## src/rtl/seq_priority_encoder_if.sv

```systemverilog
// seq_priority_encoder_if: request/result handshake bundle; out_multi exists only with ENC_MULTI_DETECT_EN
interface seq_priority_encoder_if #(
  parameter int WIDTH = 16
);
  localparam int IW = $clog2(WIDTH);
  logic             enable;
  logic             in_valid;
  logic             in_ready;
  logic [WIDTH-1:0] in_vec;
  logic             out_valid;
  logic             out_ready;
  logic [IW-1:0]    out_index;
  logic             out_found;
`ifdef ENC_MULTI_DETECT_EN
  logic             out_multi;
`endif
  modport master (
    output enable, in_valid, in_vec, out_ready,
`ifdef ENC_MULTI_DETECT_EN
    input  out_multi,
`endif
    input  in_ready, out_valid, out_index, out_found
  );
  modport slave (
    input  enable, in_valid, in_vec, out_ready,
`ifdef ENC_MULTI_DETECT_EN
    output out_multi,
`endif
    output in_ready, out_valid, out_index, out_found
  );
endinterface

```

## src/rtl/seq_priority_encoder.sv

```systemverilog
// seq_priority_encoder: lowest-set-bit encoder scanning CHUNK bits per cycle; ENC_MULTI_DETECT_EN adds out_multi
module seq_priority_encoder #(
  parameter int WIDTH = 16,
  parameter int CHUNK = 4
) (
  input logic                  clk,
  input logic                  rst,
  seq_priority_encoder_if.slave bus
);
  localparam int IW     = $clog2(WIDTH);
  localparam int NCHUNK = WIDTH / CHUNK;
  localparam int PW     = NCHUNK > 1 ? $clog2(NCHUNK) : 1;
  localparam int CW     = CHUNK > 1 ? $clog2(CHUNK) : 1;
  typedef enum logic [1:0] {IDLE, SCAN, DONE} state_t;
  state_t           state;
  logic [PW-1:0]    ptr;
  logic [WIDTH-1:0] vec;
  logic             valid_q;
  logic [IW-1:0]    index_q;
  logic             found_q;
  logic [CHUNK-1:0] chunk;
  logic             hit;
  logic [CW-1:0]    pos;
  logic [IW-1:0]    base;
  assign chunk        = vec[ptr*CHUNK +: CHUNK];
  assign base         = IW'(ptr) * IW'(CHUNK);
  assign bus.in_ready = ~rst & (state == IDLE) & bus.enable;
  assign bus.out_valid = valid_q;
  assign bus.out_index = index_q;
  assign bus.out_found = found_q;
  // descending walk so the lowest set bit wins
  always_comb begin
    hit = 1'b0;
    pos = '0;
    for (int i = CHUNK - 1; i >= 0; i--) begin
      if (chunk[i]) begin
        hit = 1'b1;
        pos = CW'(i);
      end
    end
  end
`ifdef ENC_MULTI_DETECT_EN
  logic multi_q;
  assign bus.out_multi = multi_q;
  always_ff @(posedge clk or posedge rst) begin
    if (rst) multi_q <= 1'b0;
    else if (bus.in_valid & bus.in_ready) multi_q <= $countones(bus.in_vec) > 1;
  end
`endif
  always_ff @(posedge clk or posedge rst) begin
    if (rst) begin
      state   <= IDLE;
      ptr     <= '0;
      vec     <= '0;
      valid_q <= 1'b0;
      index_q <= '0;
      found_q <= 1'b0;
    end else begin
      case (state)
        IDLE: if (bus.in_valid & bus.in_ready) begin
          vec   <= bus.in_vec;
          ptr   <= '0;
          state <= SCAN;
        end
        SCAN: if (hit) begin
          index_q <= base + IW'(pos);
          found_q <= 1'b1;
          valid_q <= 1'b1;
          state   <= DONE;
        end else if (ptr == PW'(NCHUNK - 1)) begin
          index_q <= '0;
          found_q <= 1'b0;
          valid_q <= 1'b1;
          state   <= DONE;
        end else begin
          ptr <= ptr + PW'(1);
        end
        DONE: if (bus.out_ready) begin
          valid_q <= 1'b0;
          state   <= IDLE;
        end
        default: state <= IDLE;
      endcase
    end
  end
endmodule

```

## src/flat_wrapper.sv

```systemverilog
// flat-port wrapper written by rule: the top's interface ports become plain ports
module seq_priority_encoder_flat 
#(
  parameter int WIDTH = 16,
  parameter int CHUNK = 4
)
  (clk, rst, bus_enable, bus_in_valid, bus_in_vec, bus_out_ready, bus_in_ready, bus_out_valid, bus_out_index, bus_out_found);
  seq_priority_encoder_if #(.WIDTH(WIDTH)) bus_i ();
  input logic clk;
  input logic rst;
  input wire logic [$bits(bus_i.enable)-1:0] bus_enable;
  input wire logic [$bits(bus_i.in_valid)-1:0] bus_in_valid;
  input wire logic [$bits(bus_i.in_vec)-1:0] bus_in_vec;
  input wire logic [$bits(bus_i.out_ready)-1:0] bus_out_ready;
  output wire logic [$bits(bus_i.in_ready)-1:0] bus_in_ready;
  output wire logic [$bits(bus_i.out_valid)-1:0] bus_out_valid;
  output wire logic [$bits(bus_i.out_index)-1:0] bus_out_index;
  output wire logic [$bits(bus_i.out_found)-1:0] bus_out_found;
  assign bus_i.enable = bus_enable;
  assign bus_i.in_valid = bus_in_valid;
  assign bus_i.in_vec = bus_in_vec;
  assign bus_i.out_ready = bus_out_ready;
  assign bus_in_ready = bus_i.in_ready;
  assign bus_out_valid = bus_i.out_valid;
  assign bus_out_index = bus_i.out_index;
  assign bus_out_found = bus_i.out_found;
  seq_priority_encoder #(.WIDTH(WIDTH), .CHUNK(CHUNK)) u_core (.clk(clk), .rst(rst), .bus(bus_i));
endmodule
```

## config.mk

```make
export PLATFORM = sky130hd
export DESIGN_NAME = seq_priority_encoder_flat
export DESIGN_NICKNAME = d
export VERILOG_FILES = /design/src/rtl/seq_priority_encoder_if.sv /design/src/rtl/seq_priority_encoder.sv /design/src/flat_wrapper.sv
export SDC_FILE = /design/constraint.sdc
export NUM_CORES = 1
export LEC_CHECK = 0
export ABC_CLOCK_PERIOD_IN_PS = 2000
export BUFFER_PORTS_ARGS = -buffer_cell sky130_fd_sc_hd__clkbuf_2
export CAP_MARGIN = 20
export CORE_ASPECT_RATIO = 1.1
export CORE_MARGIN = 1.5
export CORE_UTILIZATION = 33
export DETAILED_ROUTE_END_ITERATION = 8
export PLACE_DENSITY = 0.55
export RECOVER_POWER = 50
export REMOVE_ABC_BUFFERS = 1
export SLEW_MARGIN = 10
export SYNTH_ARGS = -nofsm -noshare
export SYNTH_HDL_FRONTEND = slang
export SYNTH_SLANG_ARGS = --single-unit
export TNS_END_PERCENT = 20
```

## constraint.sdc

```tcl
create_clock -name clk -period 2 [get_ports clk]
set_input_delay 0.4 -clock clk [delete_from_list [all_inputs] [get_ports clk]]
set_output_delay 0.4 -clock clk [all_outputs]
set_load 0.005 [all_outputs]
```

==> metrics.txt <==
failing checks=setup timing; Arr. time, crit path=2.21 ns; r2r endpoint=u_core.bus.out_index[2]; Netlist cell types=32; most frequent cells in the layout=27 x clkbuf_2, 25 x dfrtp_1, 17 x mux2_2, 13 x buf_4, 8 x inv_1; CTS Root Buffer Type=clkbuf_8; Worst VDD drop=0.5325 mV; Final min period=2.050 ns; Layout Nets=167; Worst setup SP type=register; sequential fraction of the synthesis area=50.63%; cts bufs inserted=3; Worst-Skew Late Latency=0.26 ns; Peak Freq=487.9 MHz; Synth Area in Adders=5.842%; pwr/cell area=1563 nW/um^2; area of the core=3684 um^2; DR pass1 iterations=3; post-synthesis simple-gate area fraction=6.913%; fin. max-slew vios=0; I/O Pins=28; reg2reg path depth=4; commonest non-fill, non-tap cell in the layout=clkbuf_2; Required @ worst endpoint=2.16 ns; largest net degree at the start of global routing=27; layout cell share with drive strength beyond 1=51.45%; TNS Setup=-0.1776 ns; clock buffer depth=2; Crit. End Element=register; final worst setup slack=-0.04960 ns; status=finished, violations left; GPL Wtd Cong=0.8307; ant diodes=0; Hold Slack=0.3604 ns; # DRC=0; FP Rows=23; sequential fraction of design power=36.0%; Synth Area per Inst=12.98 um^2; Syn Inst Count=99; critical path peak fanout=4; Net Sw Frac=34.33%; global route overflow=0; Pleak=0.0007729 uW; vias in the first global route=1030; Layout Cells excl Fill=188; period utilization=102.5%; compound-cell area share of the yosys netlist=9.348%; Pwr Total=2550 uW; max_cap viols=0; Layout area overhead=26.97%; WHS Endpoint=u_core.vec[13]; Initial Util=34.88%; Finished Core Util=44.29%; XOR/XNOR Fraction of Synth Area=0%; Logic pwr share=52.8%; Die ar.=4277 um^2; HP Class=in -> reg; # hold bufs at CTS=0; largest family of logic cells by synthesized area=multiplexers; worst rel slew slack=8.549%; CTS Sinks=26; skew final=0.001715 ns; first-iteration detailed-routing DRC count=33; width of the die=62.50 um; first-pass GRT wire length=4312 um; final setup violation count=5; critical path class=reg -> reg; Int Power=1675 uW; #FFs+latches synth=26; hold path cells=2; mux cell area share after synthesis=22.78%; reg2reg start=u_core.ptr[0]; R2R Setup Slk=-0.05 ns; initial antenna violation count=0; Final Hold Viols=0; IO buf count=27; P_sw=875.6 uW; synthesized area=1285 um^2; Ys Warns=0; RSZ-0062 raised after global routing=true; Reg clk slew, reported paths=0.08 ns; Slew @ Worst Pin=1.372 ns; CTS tree=done; Wirelength per Cell=13.68 um; Cells after DPL=185; htree depth=1; chip height=68.45 um; Clk pwr share=11.2%; Vias/cell=4.941; Final ANT Viol Nets=0; all-layer global routing usage=13.06%; dpl hpwl=1974 um; min-delay src=bus_in_vec[13]; Via Count=929; total wire length=2572 um
==> state kept, by name, indices dropped and copies added (netlist names) <==
signal	flops
u_core.state	2
u_core.bus.out_index	4
u_core.vec	16
u_core.bus.out_valid	1
u_core.ptr	2
u_core.bus.out_found	1
==> final cells by class <==
class	count	area (um^2)
inverter	8	30.03
multi-input combinational	60	609.3
sequential	26	651.9
tap	50	62.56
clock buffer	3	41.29
timing repair buffer	41	236.5
fill	378	2052
==> critical path, cell delays in order, from the launching register on <==
cell     delay, ns
dfrtp_2       0.43
mux4_2        0.52
or4_4         0.58
buf_4         0.17
a32o_1        0.24
==> Yosys cell counts <==
library cell | n | area (um^2)
a211oi_1 | 1 | 7.510
a21oi_1 | 2 | 10.01
a22o_1 | 1 | 8.760
a311o_1 | 1 | 10.01
a31oi_1 | 1 | 6.260
a32o_1 | 2 | 20.02
a41oi_1 | 1 | 8.760
and2_1 | 1 | 6.260
and3_1 | 2 | 12.51
buf_2 | 1 | 5.000
buf_6 | 1 | 11.26
clkbuf_1 | 3 | 11.26
dfrtp_1 | 26 | 650.6
ha_1 | 6 | 75.07
inv_1 | 8 | 30.03
mux2_1 | 1 | 11.26
mux2_2 | 17 | 191.4
mux4_2 | 4 | 90.09
nand2_1 | 3 | 11.26
nand2b_1 | 1 | 6.260
nand4b_1 | 1 | 8.760
nor2_1 | 3 | 11.26
nor2b_1 | 1 | 6.260
nor3_1 | 2 | 10.01
nor4b_1 | 1 | 8.760
o21ai_0 | 2 | 10.01
o21ai_1 | 1 | 5.000
o2bb2ai_1 | 1 | 8.760
o31a_1 | 1 | 8.760
o31ai_1 | 1 | 7.510
o32ai_1 | 1 | 8.760
or4_1 | 1 | 7.510
==> worst max path at each step <==
stage	from	to	slack, ns	cells after the start
finish	u_core.ptr[0]	u_core.bus.out_index[2]	-0.05	4
global route	u_core.ptr[0]	u_core.bus.out_index[2]	-0.1	4
CTS	u_core.ptr[0]	u_core.ptr[0]	-0.07	4
detailed placement	u_core.ptr[0]	u_core.ptr[0]	-0.14	4
global placement	u_core.ptr[0]	u_core.ptr[0]	-0.12	4
floorplan	u_core.state[0]	u_core.state[1]	-0.47	6
==> layer usage <==
layer / GRT usage (%) / vias up / routed length (um)
li1: - / 442 / -
met3: 2.632 / 9 / 125
met1: 13.69 / 451 / 1103
met5: 0 / - / 0
met4: 8.056 / 0 / 80
met2: 24.60 / 27 / 1264
==> through the flow <==
| stage | worst slack [ns] | cell area (um^2) |
|---|---|---|
| after global routing | -0.09643 | 1632 |
| after detailed placement | -0.1423 | 1560 |
| after CTS | -0.06670 | 1617 |
| after floorplan | -0.4678 | 1257 |
| after global placement | -0.1200 | 1560 |
| final | -0.04960 | 1632 |
==> power groups by stage <==
stage / Sequential (uW) / Combinational (uW) / Clock (uW)
6_report: 918 / 1350 / 285
2_1_floorplan: 902 / 750 / 0
3_3_place_gp: 929 / 1220 / 0
4_1_cts: 923 / 1290 / 295
5_1_grt: 949 / 1480 / 321
3_5_place_dp: 932 / 1250 / 0
==> cell families after synthesis <==
group	after synthesis
buffers and inverters	13
flip-flops	26
AND/OR/NAND/NOR	16
AO/OA/AOI/OAI	16
multiplexers	22
adder cells (fa/ha/maj)	6
==> what timing repair did <==
item / CTS / global route
pin swaps: 2 / 4
gates resized for setup: 4 / 4
buffers inserted: 0 / 0
setup endpoints to repair: 8 / 7
Note: power is estimated with default switching activity, not from simulation.
